==> src/rtl/reg_read_stage.sv <==
// rtl/reg_read_stage.sv - decode/register-read stage with writeback forwarding and held-operand refresh
module reg_read_stage #(
    parameter int REG_DATA_WIDTH_POW = 6,
    parameter int REG_MEM_DEPTH_POW  = 5
) (
    input  logic                                clk_in,
    input  logic                                rst_in,
    input  logic                                flush_in,
    input  logic                                instr_valid_in,
    output logic                                instr_ready_out,
    input  logic [31:0]                         instr_in,
    output logic [REG_MEM_DEPTH_POW-1:0]        rf_rs1_out,
    output logic [REG_MEM_DEPTH_POW-1:0]        rf_rs2_out,
    input  logic [(1<<REG_DATA_WIDTH_POW)-1:0]  rf_data1_in,
    input  logic [(1<<REG_DATA_WIDTH_POW)-1:0]  rf_data2_in,
    input  logic                                wb_en_in,
    input  logic [REG_MEM_DEPTH_POW-1:0]        wb_rd_in,
    input  logic [(1<<REG_DATA_WIDTH_POW)-1:0]  wb_data_in,
    output logic                                out_valid_out,
    input  logic                                out_ready_in,
    output logic [(1<<REG_DATA_WIDTH_POW)-1:0]  out_rs1_data_out,
    output logic [(1<<REG_DATA_WIDTH_POW)-1:0]  out_rs2_data_out,
    output logic [(1<<REG_DATA_WIDTH_POW)-1:0]  out_imm_out,
    output logic [REG_MEM_DEPTH_POW-1:0]        out_rd_out,
    output logic [6:0]                          out_opcode_out,
    output logic [2:0]                          out_funct3_out,
    output logic [6:0]                          out_funct7_out
);

    localparam int DW = 1 << REG_DATA_WIDTH_POW;
    localparam int AW = REG_MEM_DEPTH_POW;

    logic          valid_q, valid_d;
    logic [DW-1:0] rs1_data_q, rs1_data_d;
    logic [DW-1:0] rs2_data_q, rs2_data_d;
    logic [DW-1:0] imm_q, imm_d;
    logic [AW-1:0] rd_q, rd_d;
    logic [6:0]    opcode_q, opcode_d;
    logic [2:0]    funct3_q, funct3_d;
    logic [6:0]    funct7_q, funct7_d;
    logic [AW-1:0] held_rs1_q, held_rs1_d;
    logic [AW-1:0] held_rs2_q, held_rs2_d;

    logic [AW-1:0] rs1_idx, rs2_idx;
    logic [6:0]    opcode;
    logic [DW-1:0] op1, op2, imm;
    logic          accept, stalled, wb_live;

    assign rs1_idx         = instr_in[15 +: AW];
    assign rs2_idx         = instr_in[20 +: AW];
    assign opcode          = instr_in[6:0];
    assign rf_rs1_out      = rs1_idx;
    assign rf_rs2_out      = rs2_idx;
    assign instr_ready_out = !valid_q || out_ready_in;
    assign accept          = instr_valid_in && instr_ready_out;
    assign stalled         = valid_q && !out_ready_in;
    // x0 is hardwired zero, so a writeback to it must never be forwarded
    assign wb_live         = wb_en_in && (wb_rd_in != '0);

    always_comb begin
        op1 = rf_data1_in;
        if (rs1_idx == '0)
            op1 = '0;
        else if (wb_live && wb_rd_in == rs1_idx)
            op1 = wb_data_in;
        op2 = rf_data2_in;
        if (rs2_idx == '0)
            op2 = '0;
        else if (wb_live && wb_rd_in == rs2_idx)
            op2 = wb_data_in;
    end

    always_comb begin
        imm = '0;
        case (opcode)
            7'b0010011, 7'b0000011, 7'b1100111, 7'b0011011:
                imm = {{(DW-12){instr_in[31]}}, instr_in[31:20]};
            7'b0100011:
                imm = {{(DW-12){instr_in[31]}}, instr_in[31:25], instr_in[11:7]};
            7'b1100011:
                imm = {{(DW-13){instr_in[31]}}, instr_in[31], instr_in[7],
                       instr_in[30:25], instr_in[11:8], 1'b0};
            7'b0110111, 7'b0010111:
                imm = {{(DW-32){instr_in[31]}}, instr_in[31:12], 12'b0};
            7'b1101111:
                imm = {{(DW-21){instr_in[31]}}, instr_in[31], instr_in[19:12],
                       instr_in[20], instr_in[30:21], 1'b0};
            default:
                imm = '0;
        endcase
    end

    always_comb begin
        valid_d    = valid_q;
        rs1_data_d = rs1_data_q;
        rs2_data_d = rs2_data_q;
        imm_d      = imm_q;
        rd_d       = rd_q;
        opcode_d   = opcode_q;
        funct3_d   = funct3_q;
        funct7_d   = funct7_q;
        held_rs1_d = held_rs1_q;
        held_rs2_d = held_rs2_q;

        if (flush_in)
            valid_d = 1'b0;
        else if (accept)
            valid_d = 1'b1;
        else if (valid_q && out_ready_in)
            valid_d = 1'b0;

        if (accept && !flush_in) begin
            rs1_data_d = op1;
            rs2_data_d = op2;
            imm_d      = imm;
            rd_d       = instr_in[7 +: AW];
            opcode_d   = opcode;
            funct3_d   = instr_in[14:12];
            funct7_d   = instr_in[31:25];
            held_rs1_d = rs1_idx;
            held_rs2_d = rs2_idx;
        end else if (stalled && wb_live) begin
            // reg_file is written this edge; keep the held operands coherent with it
            if (wb_rd_in == held_rs1_q)
                rs1_data_d = wb_data_in;
            if (wb_rd_in == held_rs2_q)
                rs2_data_d = wb_data_in;
        end
    end

    always_ff @(posedge clk_in) begin
        if (rst_in) begin
            valid_q    <= 1'b0;
            rs1_data_q <= '0;
            rs2_data_q <= '0;
            imm_q      <= '0;
            rd_q       <= '0;
            opcode_q   <= '0;
            funct3_q   <= '0;
            funct7_q   <= '0;
            held_rs1_q <= '0;
            held_rs2_q <= '0;
        end else begin
            valid_q    <= valid_d;
            rs1_data_q <= rs1_data_d;
            rs2_data_q <= rs2_data_d;
            imm_q      <= imm_d;
            rd_q       <= rd_d;
            opcode_q   <= opcode_d;
            funct3_q   <= funct3_d;
            funct7_q   <= funct7_d;
            held_rs1_q <= held_rs1_d;
            held_rs2_q <= held_rs2_d;
        end
    end

    assign out_valid_out    = valid_q;
    assign out_rs1_data_out = rs1_data_q;
    assign out_rs2_data_out = rs2_data_q;
    assign out_imm_out      = imm_q;
    assign out_rd_out       = rd_q;
    assign out_opcode_out   = opcode_q;
    assign out_funct3_out   = funct3_q;
    assign out_funct7_out   = funct7_q;

endmodule

==> config.mk <==
export PLATFORM = sky130hd
export DESIGN_NAME = reg_read_stage
export DESIGN_NICKNAME = d
export VERILOG_FILES = /design/src/rtl/reg_read_stage.sv
export SDC_FILE = /design/constraint.sdc
export NUM_CORES = 1
export LEC_CHECK = 0
export ABC_AREA = 0
export CAP_MARGIN = 20
export CORE_AREA = 4 4 175 177
export CTS_CLUSTER_SIZE = 8
export DETAILED_ROUTE_END_ITERATION = 7
export DIE_AREA = 0 0 179 181
export GPL_ROUTABILITY_DRIVEN = 1
export GPL_TIMING_DRIVEN = 0
export PLACE_DENSITY = 0.72
export SYNTH_ARGS = -nofsm -noshare
export SYNTH_HDL_FRONTEND = slang
export SYNTH_SLANG_ARGS = --single-unit
==> constraint.sdc <==
create_clock -name clk_in -period 2.6 [get_ports clk_in]
set_clock_uncertainty 0.2 [all_clocks]
set_input_delay 0.78 -clock clk_in [delete_from_list [all_inputs] [get_ports clk_in]]
set_output_delay 0.78 -clock clk_in [all_outputs]
set_load 0.005 [all_outputs]
==> results of run 1 <==
[path summary, 6_finish.rpt]
path                                      from              endpoint  slack [ns]  cells past startpoint
worst max-delay path               wb_rd_in[1]   out_rs2_data_out[3]      -0.002                      9
worst min-delay path            out_imm_out[1]        out_imm_out[1]        0.26                      2
worst max register to register   out_valid_out  out_rs1_data_out[61]        0.33                      9
worst min register to register  out_imm_out[1]        out_imm_out[1]        0.26                      2
[per-layer routing]
metal | GRT usage | vias to the layer above | share of wire | routed length [um]
met5 | 0 | - | 0.00055 | 27
li1 | - | 5569 | - | -
met2 | 0.4397 | 612 | 0.47 | 22720
met1 | 0.3758 | 5815 | 0.42 | 20310
met4 | 0.1385 | 4 | 0.046 | 2268
met3 | 0.05378 | 123 | 0.071 | 3467
[stage by stage]
| stage | power, uW | instances | cell area [sq um] |
|---|---|---|---|
| after global placement | 4835 | 2118 | 15520 |
| after global routing | 8035 | 2179 | 16960 |
| after floorplan | 3873 | 1273 | 10480 |
| final | 7750 | 2179 | 16960 |
| after CTS | 7721 | 2165 | 16610 |
| after detailed placement | 4854 | 2119 | 15540 |
[timing repair]
action                                  4_1_cts  5_1_grt
endpoints found under the setup margin      223      187
pin swaps                                     9        8
hold endpoints to repair                      0        0
gates cloned                                  0        3
resized for setup                           159      134
setup buffers                                17        6
[area by class of cell]
| cell class | instances | area [sq um] |
|---|---|---|
| Buffer | 165 | 1221 |
| Inverter | 2 | 7.507 |
| Fill cell | 2636 | 12280 |
| Clock inverter | 15 | 198.9 |
| Antenna cell | 6 | 15.01 |
| Tap cell | 390 | 488.0 |
| Clock buffer | 17 | 425.4 |
| Timing Repair Buffer | 483 | 4847 |
| Sequential cell | 193 | 3867 |
| Multi-Input combinational cell | 908 | 5889 |
[cells in the mapped netlist, drive strengths merged]
library cell	n	area share
nand2b	3	0.0018
or2	3	0.0018
nand3	128	0.062
mux2	1	0.0011
inv	2	0.00073
a311oi	128	0.14
a21oi	56	0.027
or3	2	0.0012
nor2b	67	0.041
and2	12	0.0073
or4	3	0.0026
a22oi	11	0.0080
a21boi	2	0.0015
nor3	3	0.0015
a211oi	2	0.0015
nor4	4	0.0024
a41oi	1	0.0016
buf	57	0.040
o21ai	154	0.075
dfxtp	193	0.38
a41o	1	0.00097
a2111o	1	0.0011
o211ai	1	0.00073
nand4	4	0.0036
xor2	8	0.0068
a222oi	2	0.0019
xnor2	12	0.010
nor2	76	0.028
clkbuf	113	0.042
nand3b	65	0.047
nand2	156	0.057
a31oi	1	0.00061
nor4b	1	0.0023
[power groups by stage]
stage | sequential (uW) | clock (uW) | combinational [uW]
floorplan | 3260 | 0 | 612
global placement | 3260 | 0 | 1580
detailed placement | 3260 | 0 | 1590
CTS | 3190 | 2870 | 1650
global route | 3220 | 3000 | 1820
finish | 3200 | 2840 | 1700
[worst max-delay path, delay by kind of cell]
family / cells / cell delay, ns
simple gates: 4 / 1.13
compound gates: 1 / 0.22
buf+inv: 4 / 0.62
[sequential cells by signal, indices dropped and copies added, names as in the netlist]
signal	flops
out_rs1_data_out	64
out_rs2_data_out	64
out_imm_out	32
out_funct7_out	7
out_opcode_out	7
held_rs1_q	5
held_rs2_q	5
out_rd_out	5
out_funct3_out	3
out_valid_out	1
[logic make-up (layout without fill, tap and decap cells)]
group,after synthesis,count (layout),share of synthesized area
buf+inv,172,682,0.08234
simple gates,527,527,0.2597
other cells,0,6,0
compound gates,360,360,0.2643
mux,1,1,0.001095
xor+xnor,20,20,0.01703
flops,193,193,0.3756
==> impl_results.md, run 1 <==
* Run status: finished with violations
* Violated checks: negative setup slack
* Initial antenna violation count at 8
* WS Path Type: input pin to flop
* Worst stage delay on the critical path at roughly 0.53 ns
* Drt total wl at 48.79 mm
* Maximum buffer depth of the clock tree at 2
* Most common cell after layout, fill and taps aside: sky130_fd_sc_hd__clkdlybuf4s50_1
* Worst-skew pair later-pin latency at roughly 0.45 ns
* Estimated wirelength of the detail-placed design at ~37 mm
* Hold Crit Class: flop to flop
* Share of the cycle needed by the critical path after routing at 1.001
* Switching Power at between 2000 and 2500 uW
* Number of distinct library cells after synthesis at 44
* CP max FO at 10
* Count of yosys warnings during synthesis at 0
* Clock slew at the register clock pins of the worst setup and hold paths at ~0.090 ns
* Utilization after layout at 0.5799
* DR vias/cell at ~5.6
* IO Port Bufs at between 400 and 500
* Switching portion of total power at 0.3077
* Post-synthesis to final-layout area growth at 64.86%
* Time the final worst path needs with I/O delays and setup at 2.602 ns
* DIE HEIGHT at roughly 180 um
* Largest voltage drop on the vdd net at approximately 0.00034 V
* Nets@finish at 2,005
* Final estimated routing congestion in global placement at between 0.9 and 1
* Smallest setup slack after layout at -0.002329 ns
* Count of mapped cells out of synthesis at 1,273
* Routed length per placed instance at roughly 22 um
* Place WS at -1.297 ns
* Ports at around 460
* Number of nets with antenna violations after detailed routing at 0
* Finish-stage setup viols at 2
* Proportion of power drawn by combinational gates at 0.220
* Flip-flop and latch count after synthesis at ~190
* Post-route DRC at 0
* Final worst hold slack at around 0.26 ns
* Most frequent cells in the layout: sky130_fd_sc_hd__clkdlybuf4s50_1, sky130_fd_sc_hd__dfxtp_1, sky130_fd_sc_hd__nand2_1
* Pin count of the biggest net entering global routing at 23
* First-pass iteration count of the detailed router at 6
* Total Die Area at approximately 32,000 sq um
* Effective utilization at floorplan at 0.3518
* Transition time at the pin with the least slew margin at a little over 0.8 ns
* TritonCTS clock tree: yes
* Detailed-route via count at 12,123
* Overall Global Routing Usage at 0.2831
* Crit path capture type: flop
* Number of H-tree levels at 4
* Clock Sink Count at between 150 and 200
* Global route overflow at 0
* Area of the core at 29,240 sq um
* Part of the power in registers at 0.413
* Critical Path Start Type: input pin
* Fmax at a little under 0.4 GHz
* Global-route wire length before repair at ~70 mm
* Root Buffer Master: sky130_fd_sc_hd__clkbuf_16
* Critical-path cell list: buf_12 > or4_4 > or2_4 > buf_8 > nor4b_4 > buf_4 > clkbuf_8 > nand3b_1 > a311oi_2
* Count of final max-slew check failures at 0
* Setup repair after global routing missed its margin: true
* Final TNS setup at -0.002996 ns
* Internal power component at roughly 5400 uW
* Site Rows at 63
* Arrival time at the worst endpoint at 2.76 ns
* Cell area after synthesis at roughly 10,000 sq um
* Leakage power summed over all cells at approximately 0.006 uW
* Share of final-layout standard cells stronger than drive strength 1 at 0.1929
* Share of the yosys chip area belonging to registers at 0.3756
* CP Data Required Time at approximately 2.8 ns
* Ratio of total power to cell area at 457.0 nW/um^2
* Iteration-0 DRC count of the detailed router at between 1,000 and 1,500
* Power share of the clock group at 0.367
* TritonCTS Buffers at 17
* Nets in the synthesized netlist at 1,508
* Maximum Capacitance Violations at 0
* Die span in x at around 180 um
* Hold violation count in the final report at 0
* Via count of the first global-routing pass at between 10,000 and 15,000
* Mean post-synth cell area at around 8 sq um
* Tightest slew margin relative to the limit at 0.4464
* Count of hold-fix buffers inserted at cts at 0
* Slowest library cell on the worst path: sky130_fd_sc_hd__or4_4
Note: power is estimated with default switching activity, not from simulation.
==> run 2: changes to the inputs <==
--- a/config.mk
+++ b/config.mk
@@ -7,13 +7,13 @@
 export LEC_CHECK = 0
 export ABC_AREA = 0
 export CAP_MARGIN = 20
-export CORE_AREA = 4 4 175 177
+export CORE_AREA = 2 2 178 180
 export CTS_CLUSTER_SIZE = 8
 export DETAILED_ROUTE_END_ITERATION = 7
-export DIE_AREA = 0 0 179 181
+export DIE_AREA = 0 0 180 182
 export GPL_ROUTABILITY_DRIVEN = 1
 export GPL_TIMING_DRIVEN = 0
-export PLACE_DENSITY = 0.72
+export PLACE_DENSITY = 0.69
 export SYNTH_ARGS = -nofsm -noshare
 export SYNTH_HDL_FRONTEND = slang
 export SYNTH_SLANG_ARGS = --single-unit
==> run 2 against run 1 <==
Net effect:
- the run still ends with negative setup slack left
- highest routed layer is now met4
- largest cell class unchanged
- final cell count grew 1.4%
- routed wire length up 1.9%
- sequential share of layout area fell by 0.39 points
- register-to-register slack worse by 0.07 ns
- largest power group unchanged
==> impl_results.md, run 2 (synthesis results as in run 1) <==
* Nets@finish at 2,027 (was 2,005)
* First-pass iteration count of the detailed router at 5 (was 6)
* DIE HEIGHT at 182 um (was 181 um)
* Number of H-tree levels at 4 (unchanged)
* Initial antenna violation count at 3 (was 8)
* Most frequent cells in the layout: sky130_fd_sc_hd__clkdlybuf4s50_1, sky130_fd_sc_hd__dfxtp_1, sky130_fd_sc_hd__nand2_1 (unchanged)
* Critical Path Start Type: input pin (unchanged)
* Final cell count without fillers at 2,210 (was 2,179)
* R2R Path Start: held_rs2_q[3] (was out_valid_out)
* Clock slew at the register clock pins of the worst setup and hold paths at 0.08 ns (was 0.09 ns)
* TritonCTS clock tree: yes (unchanged)
* Worst stage delay on the critical path at 0.52 ns (was 0.53 ns)
* CP Data Required Time at 2.69 ns (was 2.75 ns)
* Smallest setup slack after layout at -0.006145 ns (was -0.002329 ns)
* Site Rows at 65 (was 63)
* Worst Hold Launch: out_imm_out[16] (was out_imm_out[1])
* Arrival time at the worst endpoint at 2.70 ns (was 2.76 ns)
* Worst Hold Path EP: out_imm_out[16] (was out_imm_out[1])
* Die span in x at 180 um (was 179 um)
* Via count of the first global-routing pass at 11,549 (was 11,659)
* Detailed-route via count at 12,349 (was 12,123)
* Fmax at 0.3837 GHz (was 0.3843 GHz)
* Iteration-0 DRC count of the detailed router at 1,120 (was 1,075)
* CP max FO at 5 (was 10)
* TritonCTS Buffers at 17 (unchanged)
* Critical-path cell list: buf_12 > or4_4 > or2_4 > buf_6 > a41oi_4 > buf_12 > buf_6 > buf_6 > clkbuf_16 > nor2b_2 > a311oi_2 (was buf_12 > or4_4 > or2_4 > buf_8 > nor4b_4 > buf_4 > clkbuf_8 > nand3b_1 > a311oi_2)
* Number of nets with antenna violations after detailed routing at 0 (unchanged)
* Fillcell total at 2,846 (was 2,636)
* Count of hold-fix buffers inserted at cts at 0 (unchanged)
* Pin count of the biggest net entering global routing at 21 (was 23)
* Estimated wirelength of the detail-placed design at 35.94 mm (was 36.51 mm)
* WS Path Type: input pin to flop (unchanged)
* Ports at 461 (unchanged)
* Clock Sink Count at 193 (unchanged)
* Post-route DRC at 0 (unchanged)
* Hold Crit Class: flop to flop (unchanged)
* Global-route wire length before repair at 72.24 mm (was 71.14 mm)
* Hold violation count in the final report at 0 (unchanged)
* Drt total wl at 49.70 mm (was 48.79 mm)
* Violated checks: negative setup slack (unchanged)
* Share of the cycle needed by the critical path after routing at 1.002 (was 1.001)
* Maximum buffer depth of the clock tree at 2 (unchanged)
* Share of final-layout standard cells stronger than drive strength 1 at 0.2000 (was 0.1929)
* Hold depth at 2 (unchanged)
* Count of final max-slew check failures at 0 (unchanged)
* Tightest slew margin relative to the limit at 0.4457 (was 0.4464)
* Worst-skew pair later-pin latency at 0.43 ns (was 0.45 ns)
* Final worst hold slack at 0.2573 ns (was 0.2594 ns)
* Transition time at the pin with the least slew margin at 0.8315 ns (was 0.8304 ns)
* Most used cell, CP: sky130_fd_sc_hd__buf_6
* Effective utilization at floorplan at 0.3320 (was 0.3518)
* Largest voltage drop on the vdd net at 0.0004383 V (was 0.0003400 V)
* Post-synthesis to final-layout area growth at 67.71% (was 64.86%)
* Overall power of the completed layout at 7840 uW (was 7750 uW)
* Ratio of total power to cell area at 454.4 nW/um^2 (was 457.0 nW/um^2)
* Global route overflow at 0 (unchanged)
* Final TNS setup at -0.01117 ns (was -0.002996 ns)
* Launching instance or port of the critical path: wb_rd_in[3] (was wb_rd_in[1])
* Most common cell after layout, fill and taps aside: sky130_fd_sc_hd__clkdlybuf4s50_1 (unchanged)
* RR Endpoint: out_rs2_data_out[40] (was out_rs1_data_out[61])
* Setup repair after global routing missed its margin: true (unchanged)
* Leakage power summed over all cells at 0.006048 uW (was 0.006081 uW)
* Run status: finished with violations (unchanged)
* DR vias/cell at 5.588 (was 5.564)
* Depth of the worst register-to-register path at 10 (was 9)
* Maximum Capacitance Violations at 0 (unchanged)
* Crit path capture type: flop (unchanged)
* Area of the core at 30,990 sq um (was 29,240 sq um)
* Flop2flop setup slack at 0.26 ns (was 0.33 ns)
* Overall Global Routing Usage at 0.2835 (was 0.2831)
* Root Buffer Master: sky130_fd_sc_hd__clkbuf_16 (unchanged)
* IO Port Bufs at 455 (unchanged)
* Time the final worst path needs with I/O delays and setup at 2.606 ns (was 2.602 ns)
* Routed length per placed instance at 22.49 um (was 22.39 um)
* Slowest library cell on the worst path: sky130_fd_sc_hd__or4_4 (unchanged)
* Total Die Area at 32,760 sq um (was 32,400 sq um)
* Final estimated routing congestion in global placement at 0.8951 (was 0.9109)
* Finish-stage setup viols at 2 (unchanged)
* Cells after DPL at 2,131 (was 2,119)
run 2: metrics by stage:
step | setup WS (ns) | area (sq um) | utilization
finish | -0.006145 | 17250 | 0.5568
detailed placement | -1.319 | 15550 | 0.5020
CTS | -0.06107 | 16890 | 0.5450
floorplan | -0.2059 | 10480 | -
global placement | -1.435 | 15540 | 0.5015
global route | -0.04089 | 17250 | 0.5567
run 2: power breakdown:
part	switching, uW	leakage, uW	internal, uW
clock	1480	0.000303	1420
sequential	98.3	0.00158	3110
combinational	800	0.00416	934
run 2: worst max path at each step:
| stage | endpoint |
|---|---|
| after floorplan | out_rs2_data_out[10] |
| after global placement | out_rs2_data_out[47] |
| after detailed placement | out_rs1_data_out[48] |
| after CTS | out_rs2_data_out[40] |
| after global routing | out_rs2_data_out[44] |
| final | out_rs2_data_out[44] |
run 2: per-layer routing:
layer  wire length (um)  GRT usage  vias to the layer above
li1                   -          -                     5622
met4               1725     0.1050                        0
met3               3328    0.04352                      101
met1              21160     0.3752                     5986
met5                  0          0                        -
met2              23490     0.4668                      640
run 2: final cells by class:
cell class	count	area [sq um]	area share
antenna	3	7.507	0.0004351
buffer	165	1266	0.07339
multi-input combinational	909	5856	0.3394
inverter	2	7.507	0.0004351
sequential	193	3867	0.2242
clock buffer	18	439.2	0.02546
tap	402	503.0	0.02915
timing repair buffer	504	5117	0.2966
clock inverter	14	188.9	0.01095
run 2: timing repair:
item	CTS	global route
pin swaps	21	20
buffers inserted	23	15
gates resized for setup	174	131
gates cloned	6	7
endpoints found under the setup margin	226	175
run 2: critical path: cells and delay by family:
kind	cells	cell delay (ns)
AO/OA/AOI/OAI	2	0.21
buffers and inverters	6	0.75
AND/OR/NAND/NOR	3	0.94
